$ cat src/rtl/alu_arbiter_if.sv
// Request fan-in and shared response channel of alu_arbiter.
// master: requesters and response consumer; slave: the arbiter.
interface alu_arbiter_if #(
  parameter int WIDTH   = 32,
  parameter int NUM_REQ = 4
);
  localparam int ID_W = $clog2(NUM_REQ);

  logic [NUM_REQ-1:0]       req_valid;
  logic [NUM_REQ-1:0]       req_ready;
  logic [NUM_REQ*WIDTH-1:0] req_op1;
  logic [NUM_REQ*WIDTH-1:0] req_op2;
  logic [NUM_REQ*4-1:0]     req_opcode;
  logic                     rsp_valid;
  logic                     rsp_ready;
  logic [ID_W-1:0]          rsp_id;
  logic [WIDTH-1:0]         rsp_result;
  logic                     busy;

  modport master (
    output req_valid, req_op1, req_op2,
    output req_opcode, rsp_ready,
    input  req_ready, rsp_valid, rsp_id,
    input  rsp_result, busy
  );

  modport slave (
    input  req_valid, req_op1, req_op2,
    input  req_opcode, rsp_ready,
    output req_ready, rsp_valid, rsp_id,
    output rsp_result, busy
  );
endinterface

$ cat src/rtl/alu_arbiter.sv
// Shares one ALU between NUM_REQ requesters: grant, execute, respond.
// Define ALU_ARB_RR_EN for round-robin; default is fixed priority.
module alu_arbiter #(
  parameter int WIDTH   = 32,
  parameter int NUM_REQ = 4
) (
  input  logic         clk,
  input  logic         rst_n,
  alu_arbiter_if.slave bus
);
  localparam int ID_W = $clog2(NUM_REQ);

  typedef enum logic [1:0] {
    S_IDLE,
    S_EXEC,
    S_RESP
  } state_t;

  state_t           r_state;
  state_t           w_next;
  logic             w_any;
  logic             w_gnt;
  logic [ID_W-1:0]  w_gid;
  logic [WIDTH-1:0] w_op1;
  logic [WIDTH-1:0] w_op2;
  logic [3:0]       w_opc;
  logic [WIDTH-1:0] w_alu;
  logic [WIDTH-1:0] r_op1;
  logic [WIDTH-1:0] r_op2;
  logic [3:0]       r_opc;
  logic [ID_W-1:0]  r_gid;
  logic [WIDTH-1:0] r_result;
  logic [ID_W-1:0]  r_rid;

  assign w_any = |bus.req_valid;
  assign w_gnt = (r_state == S_IDLE) && w_any;

`ifdef ALU_ARB_RR_EN
  logic [ID_W-1:0] r_ptr;

  function automatic logic [ID_W-1:0] rr_idx(
    input logic [ID_W-1:0] p,
    input int              k
  );
    return ID_W'((int'(p) + k) % NUM_REQ);
  endfunction

  // Descending scan so the nearest index after the pointer wins.
  always_comb begin
    w_gid = '0;
    for (int k = NUM_REQ; k >= 1; k--) begin
      if (bus.req_valid[rr_idx(r_ptr, k)])
        w_gid = rr_idx(r_ptr, k);
    end
  end

  always_ff @(posedge clk or negedge rst_n) begin
    if (!rst_n)
      r_ptr <= ID_W'(NUM_REQ - 1);
    else if (w_gnt)
      r_ptr <= w_gid;
  end
`else
  always_comb begin
    w_gid = '0;
    for (int k = NUM_REQ - 1; k >= 0; k--) begin
      if (bus.req_valid[ID_W'(k)])
        w_gid = ID_W'(k);
    end
  end
`endif

  always_comb begin
    w_op1 = '0;
    w_op2 = '0;
    w_opc = '0;
    for (int i = 0; i < NUM_REQ; i++) begin
      if (w_gid == ID_W'(i)) begin
        w_op1 = bus.req_op1[i*WIDTH +: WIDTH];
        w_op2 = bus.req_op2[i*WIDTH +: WIDTH];
        w_opc = bus.req_opcode[i*4 +: 4];
      end
    end
  end

  always_comb begin
    w_alu = '0;
    case (r_opc)
      4'd1:    w_alu = r_op1 + r_op2;
      4'd2:    w_alu = r_op1 - r_op2;
      4'd3:    w_alu = r_op1 & r_op2;
      4'd4:    w_alu = r_op1 | r_op2;
      4'd5:    w_alu = r_op1 ^ r_op2;
      default: w_alu = '0;
    endcase
  end

  always_comb begin
    w_next = r_state;
    unique case (r_state)
      S_IDLE:  if (w_any) w_next = S_EXEC;
      S_EXEC:  w_next = S_RESP;
      S_RESP:  if (bus.rsp_ready) w_next = S_IDLE;
      default: w_next = S_IDLE;
    endcase
  end

  always_ff @(posedge clk or negedge rst_n) begin
    if (!rst_n)
      r_state <= S_IDLE;
    else
      r_state <= w_next;
  end

  always_ff @(posedge clk or negedge rst_n) begin
    if (!rst_n) begin
      r_op1    <= '0;
      r_op2    <= '0;
      r_opc    <= '0;
      r_gid    <= '0;
      r_result <= '0;
      r_rid    <= '0;
    end else begin
      if (w_gnt) begin
        r_op1 <= w_op1;
        r_op2 <= w_op2;
        r_opc <= w_opc;
        r_gid <= w_gid;
      end
      if (r_state == S_EXEC) begin
        r_result <= w_alu;
        r_rid    <= r_gid;
      end
    end
  end

  assign bus.req_ready  = w_gnt ? (NUM_REQ'(1) << w_gid) : '0;
  assign bus.rsp_valid  = (r_state == S_RESP);
  assign bus.rsp_id     = r_rid;
  assign bus.rsp_result = r_result;
  assign bus.busy       = (r_state != S_IDLE);
endmodule
$ cat src/flat_wrapper.sv
// flat-port wrapper written by rule: the top's interface ports become plain ports
module alu_arbiter_flat 
#(
  parameter int WIDTH   = 32,
  parameter int NUM_REQ = 4
)
  (clk, rst_n, bus_req_valid, bus_req_op1, bus_req_op2, bus_req_opcode, bus_rsp_ready, bus_req_ready, bus_rsp_valid, bus_rsp_id, bus_rsp_result, bus_busy);
  alu_arbiter_if #(.WIDTH(WIDTH), .NUM_REQ(NUM_REQ)) bus_i ();
  input  logic clk;
  input  logic rst_n;
  input wire logic [$bits(bus_i.req_valid)-1:0] bus_req_valid;
  input wire logic [$bits(bus_i.req_op1)-1:0] bus_req_op1;
  input wire logic [$bits(bus_i.req_op2)-1:0] bus_req_op2;
  input wire logic [$bits(bus_i.req_opcode)-1:0] bus_req_opcode;
  input wire logic [$bits(bus_i.rsp_ready)-1:0] bus_rsp_ready;
  output wire logic [$bits(bus_i.req_ready)-1:0] bus_req_ready;
  output wire logic [$bits(bus_i.rsp_valid)-1:0] bus_rsp_valid;
  output wire logic [$bits(bus_i.rsp_id)-1:0] bus_rsp_id;
  output wire logic [$bits(bus_i.rsp_result)-1:0] bus_rsp_result;
  output wire logic [$bits(bus_i.busy)-1:0] bus_busy;
  assign bus_i.req_valid = bus_req_valid;
  assign bus_i.req_op1 = bus_req_op1;
  assign bus_i.req_op2 = bus_req_op2;
  assign bus_i.req_opcode = bus_req_opcode;
  assign bus_i.rsp_ready = bus_rsp_ready;
  assign bus_req_ready = bus_i.req_ready;
  assign bus_rsp_valid = bus_i.rsp_valid;
  assign bus_rsp_id = bus_i.rsp_id;
  assign bus_rsp_result = bus_i.rsp_result;
  assign bus_busy = bus_i.busy;
  alu_arbiter #(.WIDTH(WIDTH), .NUM_REQ(NUM_REQ)) u_core (.clk(clk), .rst_n(rst_n), .bus(bus_i));
endmodule
$ cat config.mk
export PLATFORM = sky130hd
export DESIGN_NAME = alu_arbiter_flat
export DESIGN_NICKNAME = d
export VERILOG_FILES = /design/src/rtl/alu_arbiter_if.sv /design/src/rtl/alu_arbiter.sv /design/src/flat_wrapper.sv
export SDC_FILE = /design/constraint.sdc
export NUM_CORES = 1
export LEC_CHECK = 0
export BUFFER_PORTS_ARGS = -buffer_cell sky130_fd_sc_hd__buf_2
export CAP_MARGIN = 10
export CORE_MARGIN = 2
export CORE_UTILIZATION = 25
export DETAILED_ROUTE_END_ITERATION = 12
export SYNTH_ARGS = -nofsm -noshare
export SYNTH_HDL_FRONTEND = slang
export SYNTH_SLANG_ARGS = --single-unit
$ cat constraint.sdc
create_clock -name clk -period 4.6 [get_ports clk]
set_clock_uncertainty 0.05 [all_clocks]
set_input_delay 0.46 -clock clk [delete_from_list [all_inputs] [get_ports clk]]
set_output_delay 0.46 -clock clk [all_outputs]
set_load 0.01 [all_outputs]
After elaboration in Yosys (flattened, before gate mapping)
Cells that the tools add are included.
Widths: inputs -> output; s select.
{"block": "op_classes", "add_sub_neg": 2, "n_mul": 0, "div_mod_pow": 0, "magnitude_cmp": 0, "n_eq_ne": 12, "shift": 1, "n_mux": 19, "n_bitwise": 3, "reduce_logical": 6}
{"op": "$mux 32", "n": 8}
{"op": "$pmux 32 s5", "n": 1}
{"op": "$add 32x32->32", "n": 1}
{"op": "$and 32x32->32", "n": 1}
{"op": "$or 32x32->32", "n": 1}
{"op": "$sub 32x32->32", "n": 1}
{"op": "$xor 32x32->32", "n": 1}
{"op": "$mux 4", "n": 5}
{"op": "$eq 4x2->1 const B", "n": 2}
{"op": "$eq 4x3->1 const B", "n": 2}
{"op": "$mux 2", "n": 4}
{"op": "$eq 2x2->1 const B", "n": 3}
{"op": "$pmux 2 s3", "n": 1}
{"op": "$eq 2x1->1 const B", "n": 2}
{"op": "$eq 4x1->1 const B", "n": 1}
{"op": "$logic_not 2->1", "n": 2}
{"op": "$reduce_or 4->1", "n": 1}
{"op": "$shl 1x2->4 const A", "n": 1}
{"op": "$ne 2x1->1 const B", "n": 1}
{"op": "$ne 2x2->1 const B", "n": 1}
{"op": "$reduce_and 2->1", "n": 1}
{"op": "$reduce_bool 2->1", "n": 1}
{"op": "$logic_and 1x1->1", "n": 1}
{"block": "totals", "reg_bits": 106, "latch_bits": 0, "ramBits": 0, "rom_bits": 0, "in_bits": 279, "mem_count": 0}

Longest topological paths before layout
{"block": "depth", "ltp_word": 7, "mapped_depth": 18, "mapped_depth_nobuf": 17}

Worst setup path before layout
OpenSTA, ideal clock, no wires.
{"block": "synth_timing", "path_kind": "register to register", "start": "reg u_core.r_op2[8]", "end": "reg u_core.r_result[28], in the netlist u_core.bus.rsp_result[28]", "setup_time_ns": 0.116, "arrival_ns": 3.696, "required_ns": 4.434, "path_slack_ns": 0.738, "path_stages_with_launch": 16, "n_path_buf": 0, "synth_period_minus_slack_ns": 3.862, "cell_sequence": "dfrtp_1 -> nor4_4 -> nand4_4 -> or4_1 -> or3_1 -> nand2_1 -> xnor2_1 -> ha_1 -> a21oi_1 -> o21ai_0 -> nand2_1 -> or3b_2 -> a31o_2 -> o31ai_1 -> nand4_1 -> o311ai_0"}
{"block": "synth_between", "elab_chain_cells": 2}
{"item": "start: declaration", "line": "alu_arbiter.sv:29", "text": "logic [WIDTH-1:0] r_op2;"}
{"item": "start signal: assignment", "line": "alu_arbiter.sv:126", "text": "r_op2 <= w_op2;"}
{"item": "$sub 32x32->32 or $add 32x32->32 (tied branches)", "line": "alu_arbiter.sv:90, alu_arbiter.sv:89"}
{"item": "$pmux 32 s5 (*)", "line": "alu_arbiter.sv:88", "text": "case (r_opc)"}
{"item": "end signal: assignment", "line": "alu_arbiter.sv:131", "text": "r_result <= w_alu;"}
{"item": "end: declaration", "line": "alu_arbiter.sv:32", "text": "logic [WIDTH-1:0] r_result;"}
Every way passes the cells marked *; elsewhere a longest branch is shown, timed or not.
A chain may end at the register's enable or synchronous reset.

Worst setup path in the final report
{"block": "layout_timing", "start": "reg u_core.r_op2[4]", "end": "reg u_core.r_result[28], in the netlist u_core.bus.rsp_result[28]"}
The elaborated chain is that of the path after synthesis.

==> results.py <==
metrics = {
    "finish": {
        "design_area_mm2": 0.01026,
        "fin_cells": 1661,
        "n_fill_cell": 3569,
        "finish.utilization": 0.3054,
        "final_common_cell": "buf_2",
        "drive_above_1_share": 0.1913,
        "area_delta_synth_final_pct": 19.70,
        "seqCellArea_mm2": 0.002603,
        "nets": 1587,
        "final_cell_mix": "buf_2 (177), o21ai_0 (137), nand2_1 (108)",
        "multi_input_area_mm2": 0.005434,
        "num_antenna_cells": 0,
    },
    "logic_synthesis": {
        "synth.area.top_cells": "dfrtp_1 (30%), ha_1 (14%), o21ai_0 (8.0%)",
        "yosys_warnings": 0,
        "ys_seq_elements": 104,
        "ys.flop_type": "dfrtp_1",
        "synth.avg_cell_area_um2": 8.037,
        "synth-edff-count": 0,
        "synthCells": 1067,
        "async_flop_share": 1.000,
        "synth_largest_area_cell": "dfrtp_1",
        "synth_top_area_share": 0.3035,
        "ys_seq_area_frac": 0.3035,
        "syn_area_mm2": 0.008576,
        "yosysUniqueCellTypes": 69,
    },
    "global_route": {
        "grt.busiest_layer": "met2",
        "grt.met1_usage": 0.2228,
        "grt_pass1_wl_um": 43370,
        "antenna_found_initial": 0,
        "grt_usage": 0.1537,
        "grt-ovfl-total": 0,
        "first_global_vias": 7754,
        "grt_max_degree": 107,
        "grtUsageMet3": 0.02929,
        "met2_usage": 0.2354,
    },
    "floorplanning": {
        "ios": 319,
        "start_util": 0.2551,
        "fp.coreArea_mm2": 0.03362,
        "die_area_mm2": 0.03580,
        "dieWidth_um": 189.2,
        "rows": 67,
        "chipHeight_um": 189.2,
    },
    "placed_design": {
        "place_congestion": 0.8449,
        "io_buffers": 179,
        "place_area_mm2": 0.009952,
        "place_ws_ns": 0.3463,
        "dp_hpwl_um": 20360,
        "placedCellCount": 1646,
    },
    "critical_path": {
        "timing.rr.end": "u_core.bus.rsp_result[28]$_DFFE_PN0N_",
        "critPathMostFrequentCell": "nand2_1",
        "rrSetupSlack_ns": 0.31,
        "slowest_delay_ns": 0.45,
        "reg2reg_from": "u_core.r_op2[4]$_DFFE_PN0P_",
        "criticalPathCategory": "flip-flop to flip-flop",
        "cp_max_fo": 7,
        "crit_buf_inv": 0,
        "reg2regPathDepth": 15,
        "critical_path.top_delay_family": "simple AND/OR/NAND/NOR gates",
        "required_ns": 4.80,
        "worst_setup_path_end_kind": "flip-flop",
        "path_cells": "nor4_4, nand4_4, or4_1, or3_1, nand2_1, xnor2_1, ha_1, a21oi_1, o21ai_0, nand2_1, or3b_2, a31o_2, o31ai_1, nand4_1, o311ai_0",
        "cpMaxStageDelayCell": "dfrtp_1",
        "startpoint_type": "flip-flop",
        "worst_ep_arrival_time_ns": 4.49,
    },
    "clock_tree": {
        "cts_sinks": 104,
        "cts_buffers": 9,
        "cts_tree": "built",
        "cts_resized": 0,
        "htree_levels": 3,
        "clk_latency_ns": 0.36,
        "cts_hold_buf": 0,
        "clockBufferDepth": 2,
        "clockRootBuffer": "clkbuf_16",
        "path_clk_slew_ns": 0.07,
    },
    "routing": {
        "vias": 8240,
        "routed_wl_um": 27360,
        "drc": 0,
        "routed_via_density": 4.961,
        "first_pass_iters": 5,
        "drt_iter0_drc": 554,
        "antenna_left": 0,
        "wire_per_inst_um": 16.47,
    },
    "worst_hold_path": {
        "hp-class": "input pin to async pin",
    },
    "sta": {
        "timing.hold.ws_ns": 0.1790,
        "fin_crit_sh": 0.9318,
        "fmaxAchievable_mhz": 233.3,
        "setup_viol": 0,
        "rsz0062_at_grt": "false",
        "setup_ws_ns": 0.3135,
        "min_period_ns": 4.287,
        "slew_viol_final": 0,
        "tightest_slew_ns": 0.9105,
        "fin_tns_setup_ns": 0,
        "hold_viol_final": 0,
        "max_slew_margin": 0.3930,
    },
    "power_and_ir_drop": {
        "leakagePower_nw": 4.768,
        "report.power.total_mw": 8.394,
        "vdd_drop_max_v": 0.0005845,
        "p_per_area_mw_per_mm2": 817.8,
    },
    "status": {
        "status": "finished, final reports clean",
    },
    "run": {
        "maxCapViolCount": 0,
    },
}
==> sequential cells by signal, indices dropped and copies added (netlist names) <==
name / flops
u_core.r_op2: 32
u_core.r_gid: 1
u_core.r_op1: 32
u_core.bus.rsp_result: 32
u_core.r_state: 2
u_core.r_opc: 4
u_core.bus.rsp_id: 1
==> area by class of cell <==
class,count,share of cell area
Clock inverter,4,0.007070
Inverter,76,0.02791
Multi-Input combinational cell,820,0.5294
Sequential cell,104,0.2535
Tap cell,448,0.05461
Clock buffer,9,0.02194
Timing Repair Buffer,200,0.1056
==> what timing repair did <==
item,4_1_cts,5_1_grt
endpoints found under the hold margin,0,0
endpoints found under the setup margin,0,1
setup buffers,0,2
==> synth_stat cells (6+ instances only) <==
library cell	number
a22oi_1	46
a21oi_1	34
ha_1	96
nand2b_1	8
nand2_1	108
clkbuf_1	65
a22o_1	9
o21ai_0	137
xor2_1	10
dfrtp_1	104
xnor2_1	44
nor3_1	8
and2_1	6
nor2_1	108
a31oi_1	71
a21o_1	10
o211ai_1	9
nand3_1	16
inv_1	75
==> how the worst max path moves through the flow <==
stage	start	to	slack [ns]	depth (start not counted)
after global placement	u_core.r_op2[8]$_DFFE_PN0P_	u_core.bus.rsp_result[28]$_DFFE_PN0N_	0.40	15
after global routing	u_core.r_op2[4]$_DFFE_PN0P_	u_core.bus.rsp_result[28]$_DFFE_PN0N_	0.01	15
after floorplan	u_core.r_op2[8]$_DFFE_PN0P_	u_core.bus.rsp_result[28]$_DFFE_PN0N_	0.74	15
after detailed placement	u_core.r_opc[3]$_DFFE_PN0P_	u_core.bus.rsp_result[27]$_DFFE_PN0N_	0.35	14
after CTS	u_core.r_op2[8]$_DFFE_PN0P_	u_core.bus.rsp_result[28]$_DFFE_PN0N_	0.34	15
final	u_core.r_op2[4]$_DFFE_PN0P_	u_core.bus.rsp_result[28]$_DFFE_PN0N_	0.31	15
==> report_power, final <==
part	total, mW	switching (mW)	internal (mW)	leakage [nW]
combinational	5.85	3.58	2.27	3.30
clock	0.816	0.349	0.467	0.143
sequential	1.73	0.416	1.32	1.32
total	8.39	4.34	4.05	4.77
==> cell families (layout without fill, tap and decap cells) <==
group	Yosys count	in the layout	synth area share
compound gates	369	369	0.2708
xor+xnor	55	55	0.05836
fa+ha+maj	97	97	0.1424
buf+inv	145	289	0.06522
flops	104	104	0.3035
mux	2	2	0.002480
other cells	1	3	0.0004373
simple gates	294	294	0.1568
==> worst reg2reg max path: cells and delay by family (launching register included) <==
| family | cells | cell delay [ns] |
|---|---|---|
| simple gates | 8 | 2.18 |
| xor+xnor | 1 | 0.13 |
| fa+ha+maj | 1 | 0.33 |
| compound gates | 5 | 1.07 |
| flops | 1 | 0.45 |
==> layer usage <==
| metal | wire length [µm] | vias to the layer above |
|---|---|---|
| met2 | 11720 | 264 |
| met4 | 309 | 0 |
| li1 | - | 4081 |
| met3 | 1777 | 25 |
| met1 | 13550 | 3870 |
| met5 | 0 | - |
No activity file was read; power rests on OpenSTA's default activity.
